<file path="src/rtl/dna_pattern_matcher_pkg.sv">
// Shared base encodings and helpers for the DNA motif matcher.
package dna_pattern_matcher_pkg;

  typedef enum logic [1:0] {
    BASE_A = 2'b00,
    BASE_T = 2'b01,
    BASE_C = 2'b10,
    BASE_G = 2'b11
  } base_t;

  // Watson-Crick complement: A<->T, C<->G is a flip of the low bit.
  function automatic base_t comp(input base_t b);
    return base_t'(b ^ BASE_T);
  endfunction

endpackage

</file>
<file path="src/rtl/dna_pattern_matcher_window_cmp.sv">
// Compares the newest-first base window against an arrival-order pattern of len bases.
module dna_window_cmp
  import dna_pattern_matcher_pkg::*;
#(
  parameter int MAX_LEN = 8,
  parameter int LEN_W   = $clog2(MAX_LEN + 1)
) (
  input  logic [2*MAX_LEN-1:0] win,
  input  logic [2*MAX_LEN-1:0] pat,
  input  logic [LEN_W-1:0]     len,
  output logic                 hit
);

  // win[k] is k beats old; it must equal pattern base len-1-k.
  always_comb begin
    hit = (len != '0) && (int'(len) <= MAX_LEN);
    for (int k = 0; k < MAX_LEN; k++) begin
      for (int j = 0; j < MAX_LEN; j++) begin
        if ((k + j + 1 == int'(len)) &&
            (base_t'(win[2*k +: 2]) != base_t'(pat[2*j +: 2]))) begin
          hit = 1'b0;
        end
      end
    end
  end

endmodule

</file>
<file path="src/rtl/dna_pattern_matcher.sv">
// Streaming DNA motif detector with overlap-aware hits and a saturating hit counter.
// Define DNA_REVCOMP_EN to also detect the reverse-complement strand on match_rc.
module dna_pattern_matcher
  import dna_pattern_matcher_pkg::*;
#(
  parameter int MAX_LEN = 8,
  parameter int CNT_W   = 16,
  parameter int LEN_W   = $clog2(MAX_LEN + 1)
) (
  input  logic                 clk,
  input  logic                 rst_n,
  input  logic                 cfg_load,
  input  logic [2*MAX_LEN-1:0] cfg_pattern,
  input  logic [LEN_W-1:0]     cfg_len,
  input  logic                 in_valid,
  input  logic [1:0]           in_base,
  input  logic                 cnt_clr,
  output logic                 match,
  output logic                 match_rc,
  output logic [CNT_W-1:0]     match_count,
  output logic                 cfg_ok
);

  logic [2*MAX_LEN-1:0] hist_q, hist_d, pat_q, pat_d, win;
  logic [LEN_W-1:0]     fill_q, fill_d, len_q, len_d;
  logic [CNT_W-1:0]     cnt_q, cnt_d;
  logic                 cfg_ok_q, cfg_ok_d, match_q, match_d, match_rc_q, match_rc_d;
  logic                 fwd_hit, rc_hit, beat, window_full;

  assign win         = {hist_q[2*MAX_LEN-3:0], in_base};
  assign beat        = in_valid & ~cfg_load;
  assign window_full = (int'(fill_q) + 1 >= int'(len_q));

  dna_window_cmp #(.MAX_LEN(MAX_LEN), .LEN_W(LEN_W)) u_fwd_cmp (
    .win (win),
    .pat (pat_q),
    .len (len_q),
    .hit (fwd_hit)
  );

`ifdef DNA_REVCOMP_EN
  logic [2*MAX_LEN-1:0] rc_pat;

  always_comb begin
    rc_pat = '0;
    for (int i = 0; i < MAX_LEN; i++) begin
      for (int j = 0; j < MAX_LEN; j++) begin
        if (i + j + 1 == int'(len_q)) rc_pat[2*i +: 2] = comp(base_t'(pat_q[2*j +: 2]));
      end
    end
  end

  dna_window_cmp #(.MAX_LEN(MAX_LEN), .LEN_W(LEN_W)) u_rc_cmp (
    .win (win),
    .pat (rc_pat),
    .len (len_q),
    .hit (rc_hit)
  );
`else
  assign rc_hit = 1'b0;
`endif

  always_comb begin
    hist_d     = hist_q;
    fill_d     = fill_q;
    pat_d      = pat_q;
    len_d      = len_q;
    cfg_ok_d   = cfg_ok_q;
    match_d    = beat & cfg_ok_q & window_full & fwd_hit;
    match_rc_d = beat & cfg_ok_q & window_full & rc_hit;
    cnt_d      = cnt_q;

    if (cfg_load) begin
      pat_d    = cfg_pattern;
      len_d    = cfg_len;
      fill_d   = '0;
      cfg_ok_d = (cfg_len != '0) && (int'(cfg_len) <= MAX_LEN);
    end else if (in_valid) begin
      hist_d = win;
      if (int'(fill_q) < MAX_LEN) fill_d = fill_q + LEN_W'(1);
    end

    if (cnt_clr) begin
      cnt_d = '0;
    end else if ((match_d | match_rc_d) && (cnt_q != '1)) begin
      cnt_d = cnt_q + CNT_W'(1);
    end
  end

  always_ff @(posedge clk or negedge rst_n) begin
    if (!rst_n) begin
      hist_q     <= '0;
      fill_q     <= '0;
      pat_q      <= '0;
      len_q      <= '0;
      cfg_ok_q   <= 1'b0;
      match_q    <= 1'b0;
      match_rc_q <= 1'b0;
      cnt_q      <= '0;
    end else begin
      hist_q     <= hist_d;
      fill_q     <= fill_d;
      pat_q      <= pat_d;
      len_q      <= len_d;
      cfg_ok_q   <= cfg_ok_d;
      match_q    <= match_d;
      match_rc_q <= match_rc_d;
      cnt_q      <= cnt_d;
    end
  end

  assign match       = match_q;
  assign match_rc    = match_rc_q;
  assign match_count = cnt_q;
  assign cfg_ok      = cfg_ok_q;

endmodule
</file>
<file path="config.mk">
export PLATFORM = sky130hd
export DESIGN_NAME = dna_pattern_matcher
export DESIGN_NICKNAME = d
export VERILOG_FILES = /design/src/rtl/dna_pattern_matcher_pkg.sv /design/src/rtl/dna_pattern_matcher_window_cmp.sv /design/src/rtl/dna_pattern_matcher.sv
export SDC_FILE = /design/constraint.sdc
export NUM_CORES = 1
export LEC_CHECK = 0
export CORE_MARGIN = 2
export CORE_UTILIZATION = 40
export DETAILED_ROUTE_END_ITERATION = 16
export GPL_ROUTABILITY_DRIVEN = 1
export PLACE_DENSITY = 0.69
export SLEW_MARGIN = 20
export SYNTH_ARGS = -nofsm -noshare
export SYNTH_HDL_FRONTEND = slang
export SYNTH_HIERARCHICAL = 1
export SYNTH_SLANG_ARGS = --single-unit
</file>
<file path="constraint.sdc">
create_clock -name clk -period 4.5 [get_ports clk]
set_clock_uncertainty 0.2 [all_clocks]
set_input_delay 0.9 -clock clk [delete_from_list [all_inputs] [get_ports clk]]
set_output_delay 0.9 -clock clk [all_outputs]
set_load 0.02 [all_outputs]
</file>
-- Word-level counts from Yosys, hierarchy flattened
Cells that the tools add are included.
- $add $sub $neg: 3
- order comparisons: 4
- equal/unequal tests: 80
- multiplexer cells: 69
- bitwise gates (word level): 5
- reductions and logical operators: 74
- operators by type and width (cell ; count):
    != test 2 bit ; 64
    logical AND 1 bit ; 67
    two-way mux 1 bit ; 64
    equality test 4 bit (first input constant) ; 8
    two-way mux 16 bit ; 2
    adder 16 x 1 -> 16 bit (second input constant) ; 1
    equality test 3 x 4 -> 1 bit (first input constant) ; 4
    != test 16 bit (second input constant) ; 1
    two-way mux 4 bit ; 3
    equality test 2 x 4 -> 1 bit (first input constant) ; 2
    <= comparator 4 bit (second input constant) ; 2
    nonzero test 4 bit ; 2
    nonzero test 2 bit ; 3
    adder 4 x 1 -> 5 bit (second input constant) ; 1
    >= comparator 5 x 4 -> 1 bit ; 1
    adder 4 x 1 -> 4 bit (second input constant) ; 1
    bitwise AND 1 bit ; 4
    equality test 1 x 4 -> 1 bit (first input constant) ; 1
    < comparator 4 bit (second input constant) ; 1
    AND reduction 2 bit ; 2
    NOT 1 bit ; 1
- bits in registers: 56
- bits of input ports: 27
- output and inout port bits: 19
- logic and storage cells: 242

-- Depth between registers and ports, before layout
- word-level depth: 70
- mapped depth: 14

-- Cells and area by module
Netlist, hierarchy kept.
- by module, submodules not included (module ; instances ; cells an instance ; area each (µm²) ; sequential area each (µm²)):
    dna_pattern_matcher ; 1 ; 218 ; 2600.0 ; 1401.3
    dna_window_cmp ; 1 ; 182 ; 1391.3 ; 0.0

-- Worst setup path before layout
Ideal clock, no wire load.
- kind: input to register
- from: input port in_base[1]
- to: register cnt_q[10], in the netlist match_count[10]
- setup time: 0.128 ns
- data arrival time: 3.128 ns
- data required time: 4.172 ns
- setup slack: 1.044 ns
- stages: 11
- path buffers: 2
- cell sequence: buf_6 > xor2_1 > nor4_1 > a31oi_1 > a221o_1 > nor4_2 > and4_1 > a21oi_1 > buf_6 > nor4_1 > mux2_1
- word-level cells in the longest chain between the ends: 69
- elaborated cells between the ends (all ways): 83
- classes of those cells: eq/ne: 8; mux: 64; bitwise: 1; reduce/logical: 10
- ends and longest elaborated chain (item ; line ; source):
    start: declaration ; dna_pattern_matcher.sv:16 ; input logic [1:0] in_base,
    != test 2 bit ; dna_pattern_matcher_window_cmp.sv:20 ; (base_t'(win[2*k +: 2]) != base_t'(pat[2*j +: 2]))) begin
    logical AND 1 bit ; dna_pattern_matcher_window_cmp.sv:19 ; if ((k + j + 1 == int'(len)) &&
    two-way mux 1 bit (7 in series) ; dna_pattern_matcher_window_cmp.sv:19 ;
    two-way mux 1 bit * (57 in series) ; dna_pattern_matcher_window_cmp.sv:19 ;
    via fwd_hit ; dna_pattern_matcher.sv:28 ; logic fwd_hit, rc_hit, beat, window_full;
    bitwise AND 1 bit * ; dna_pattern_matcher.sv:69 ; match_d = beat & cfg_ok_q & window_full & fwd_hit;
    logical AND 1 bit * ; dna_pattern_matcher.sv:85 ; end else if ((match_d | match_rc_d) && (cnt_q != '1)) begin
    nonzero test 2 bit (no source line) * ; - ;
    end signal: assignment ; dna_pattern_matcher.sv:108 ; cnt_q <= cnt_d;
    end: declaration ; dna_pattern_matcher.sv:26 ; logic [CNT_W-1:0] cnt_q, cnt_d;
The timed path passes the listed nets; every way through them passes the cells marked *.
A chain may end at the register's enable or synchronous reset.

-- Final worst setup path
- from: input port in_base[0]
- to: register cnt_q[5], in the netlist match_count[5]
Same word-level chain as after synthesis.

==> run summary <==
The worst hold path begins at match_count[15]. The count of inserted antenna diode cells came out at 0. Including well taps, the total number of placed cells is 540. The clock latency on the worst-skew pair is 0.31 ns. The signal on the critical path passes through clkdlybuf4s50_1 > xnor2_1 > a41oi_1 > a21oi_1 > o21ai_1 > a221o_1 > nor4_2 > and4_1 > a21oi_2 > nor4_1 > mux2_1. TritonCTS built the clock tree. STA classifies the critical path startpoint as an input port. After the flow finishes, the layout carries non-filler instances totaling 548. The area of placed instances came out at 4360 um2. Detailed routing inserted a total of 3102 vias. The number of buffer cells added on primary ports is 44. The worst path buffer plus inverter count came out at 1. The total wire length came out at 9440 um. The detailed-placement wirelength estimate came out at 6610 um. A synthesized cell averages 9.98 um2.

The worst hold path stage count came out at 2. The number of gates given a new drive strength after cts is 0. The share of total power dissipated in the clock network is 18.4%. The worst slack at placement came out at 0.0530 ns. The sequential-to-total area share from yosys stat is 35.1%.

The max-slew violation count came out at 0. The fraction of the core area covered by cells at the end of the flow is 45.7%. The detail-routed via count per cell is 5.66. Summed over its instances, the top area cell type makes up 35.1% of the synthesized netlist area. The tightest slew margin relative to the limit is 36.7%. The starting DRC count in detailed routing is 267. The count of maximum capacitance violations is 0. The analysis attributes to net switching a power of 589 uW. Yosys attributes the largest share of cell area to sky130_fd_sc_hd__dfrtp_1 35%, sky130_fd_sc_hd__xnor2_1 11%, sky130_fd_sc_hd__xor2_1 11%.

Across every metal layer, demand over resource in global routing totals 17.6%. The detailed-routing iteration count for the pre-antenna-repair pass came out at 5. The post-layout instance area came out at 4450 um2. The peak supply drop came out at 158 uV.

The time the final worst path needs with I/O delays and setup came out at 4.16 ns. The warning count from the yosys run is 6. The internal power summed over all cells came out at 953 uW. The floorplan step defined a die boundary enclosing 10800 um2. The relative area change from synthesis to final layout is 11.4%. Synthesis produced a netlist whose cell count is 400. For the worst setup path, the data required time is 4.51 ns. The via count of the first global-routing pass was 3129.

The share of total power consumed by net switching came out at 38.2%. The root buffer selected by CTS is sky130_fd_sc_hd__clkbuf_8. The depth of the worst register-to-register path is 10. The total congestion overflow came out at 0. The combinational group share of total power came out at 29.9%. The critical-path maximum fanout is 24. The congestion estimate from routability-driven global placement came to 0.983. The number of design rule violations left after detail routing came out at 0. The chip width came out at 104 um.

The static leakage came out at 1.70 nW. The CTS sink count came out at 56. The number of hold violations in the final report came out at 0.

The count of hold-fix buffers inserted at cts is 0. The number of top-level pins is 46. The type of the tightest min-delay check is flop to flop. On the worst path, the slowest cell contributes a delay of 0.72 ns. For the pin with the worst max-slew slack, the measured transition is 0.949 ns. The register bit total from synthesis is 56. After clock tree synthesis, the clock-pin slew on the worst setup and hold paths is 0.11 ns. Entering global routing, the biggest net connects 41 pins. Leaving out fill and tap cells, the most frequent cells in the layout are 56 x sky130_fd_sc_hd__dfrtp_1, 49 x sky130_fd_sc_hd__xor2_1, 49 x sky130_fd_sc_hd__xnor2_1, 43 x sky130_fd_sc_hd__clkdlybuf4s50_1, 32 x sky130_fd_sc_hd__mux2_2. The type of the setup path with the least slack is input port to flop. The most frequent standard cell in the layout excluding fill and tap cells is sky130_fd_sc_hd__dfrtp_1. The count of nets left with antenna violations after detail routing came out at 0.

The power consumption came out at 1.54 mW. The die is 104 um tall. The total negative slack for setup checks came out at 0 ns. The power per unit of standard cell area is 347 nW/um2. The ratio of final minimum period to clock period came out at 92.4%. Sequential cells account for 51.7% of the total power. The cell family contributing the most delay on the critical path is compound AO/OA/AOI/OAI gates. The synthesized design spends more area on one cell type than any other, namely sky130_fd_sc_hd__dfrtp_1. The fraction of layout cells with a size suffix above 1 came out at 12.8%. The row count came out at 36. Of all flip-flops after synthesis, the portion carrying an async set or reset was 100%. The worst-case clock buffer depth came out at 2. The critical register-to-register path endpoint is match_count[5]. In this run, synthesis inferred 0 flip-flops with an integrated enable.

The data arrival time of the critical path came out at 4.17 ns. The TritonCTS buffer count is 5. The H-tree depth is 2. Setup violations remaining at the end of the flow were counted as 0. The achievable frequency came out at 240 MHz.

The total area inside the core boundary comes to 9730 um2. The post-synthesis cell type count came out at 49. The endpoint with the worst hold slack is match_count[15].

On the critical path, the stage with the largest delay is an instance of sky130_fd_sc_hd__clkdlybuf4s50_1. Dividing the detail-routed wire length by the instance count gives 17.2 um. The smallest hold slack came out at 0.392 ns.

The final worst-path setup slack came out at 0.341 ns. The startpoint identified for the worst register-to-register timing path is pat_q[1]. The cell area that synthesis handed to floorplanning was 3990 um2.

The total nets after synthesis came out at 433. The number of buffers inserted by post-CTS setup repair is 0. The initial antenna violation count is 0. In the final design database the tool counted 447 nets. The worst setup slack for register-to-register paths came out at 0.94 ns. The starting utilization of the core area is 41.0%. The first global-routing pass estimated 15700 um of wire. Setup repair after global routing left no endpoint under its margin. The flow ran to the end, and the final reports show no timing, DRC or antenna violations. STA classifies the critical path endpoint as a flop. Among all flip-flop cells after synthesis, the most frequent one is sky130_fd_sc_hd__dfrtp_1.
==> flip-flops by register name, indices dropped and copies added, names as in the netlist <==
register     count
pat_q           16
hist_q          14
len_q            4
fill_q           4
match            1
cfg_ok           1
match_count     16
==> metal layers <==
metal  vias to the layer above  wire length, um  track usage, %
li1                       1425                -               -
met1                      1549             4220            23.1
met2                       113             4500            29.6
met3                        15              583            3.45
met4                         0              133            5.02
met5                         -                0               0
==> worst max path at each step <==
| stage | slack (ns) | cells past startpoint | to | start |
|---|---|---|---|---|
| 3_3_place_gp | 0.13 | 11 | match_count[5] | in_base[0] |
| 3_5_place_dp | 0.05 | 11 | match_count[5] | in_base[0] |
| 5_1_grt | 0.17 | 11 | match_count[13] | in_base[0] |
| 6_report | 0.34 | 11 | match_count[5] | in_base[0] |
| 4_1_cts | 0.39 | 11 | match_count[5] | in_base[0] |
| 2_1_floorplan | 1.04 | 11 | match_count[10] | in_base[1] |
==> worst min-delay path, cell delays in order (launching register included) <==
cell and delay [ns]:
sky130_fd_sc_hd__dfrtp_1 0.43, sky130_fd_sc_hd__o31ai_1 0.08, sky130_fd_sc_hd__a21oi_1 0.06
==> power groups by stage <==
stage | registers [mW] | clock network, mW | logic, mW
6_report | 0.798 | 0.284 | 0.461
3_3_place_gp | 0.803 | 0 | 0.433
3_5_place_dp | 0.804 | 0 | 0.451
5_1_grt | 0.813 | 0.312 | 0.513
4_1_cts | 0.795 | 0.296 | 0.455
2_1_floorplan | 0.637 | 0 | 0.508
==> cell usage after synthesis, types with 8 or more instances <==
master                      n
sky130_fd_sc_hd__dfrtp_1   56
sky130_fd_sc_hd__buf_2     13
sky130_fd_sc_hd__a21oi_1   18
sky130_fd_sc_hd__clkbuf_1   9
sky130_fd_sc_hd__nand2_1   14
sky130_fd_sc_hd__nand3_1    8
sky130_fd_sc_hd__buf_6      9
sky130_fd_sc_hd__nor2_1    13
sky130_fd_sc_hd__mux2_2    32
sky130_fd_sc_hd__nand4_1   13
sky130_fd_sc_hd__o21ai_0    9
sky130_fd_sc_hd__xnor2_1   49
sky130_fd_sc_hd__xor2_1    49
sky130_fd_sc_hd__buf_4     10
sky130_fd_sc_hd__nor4_1    15
==> cell type report <==
cell class	instances	area (um2)
Inverter	7	26.3
Timing Repair Buffer	50	480
Fill cell	931	5280
Clock buffer	6	72.6
Multi-Input combinational cell	294	2280
Tap cell	133	166
Clock inverter	2	16.3
Sequential cell	56	1400
==> kinds of logic after synthesis <==
| group | Yosys count | synth area share (%) |
|---|---|---|
| compound gates | 57 | 9.22 |
| simple gates | 95 | 13.9 |
| other cells | 1 | 0.0940 |
| fa+ha+maj | 6 | 1.88 |
| mux | 36 | 10.1 |
| buf+inv | 50 | 7.77 |
| xor+xnor | 99 | 21.9 |
| flops | 56 | 35.1 |
(Power assumes the default switching activity.)
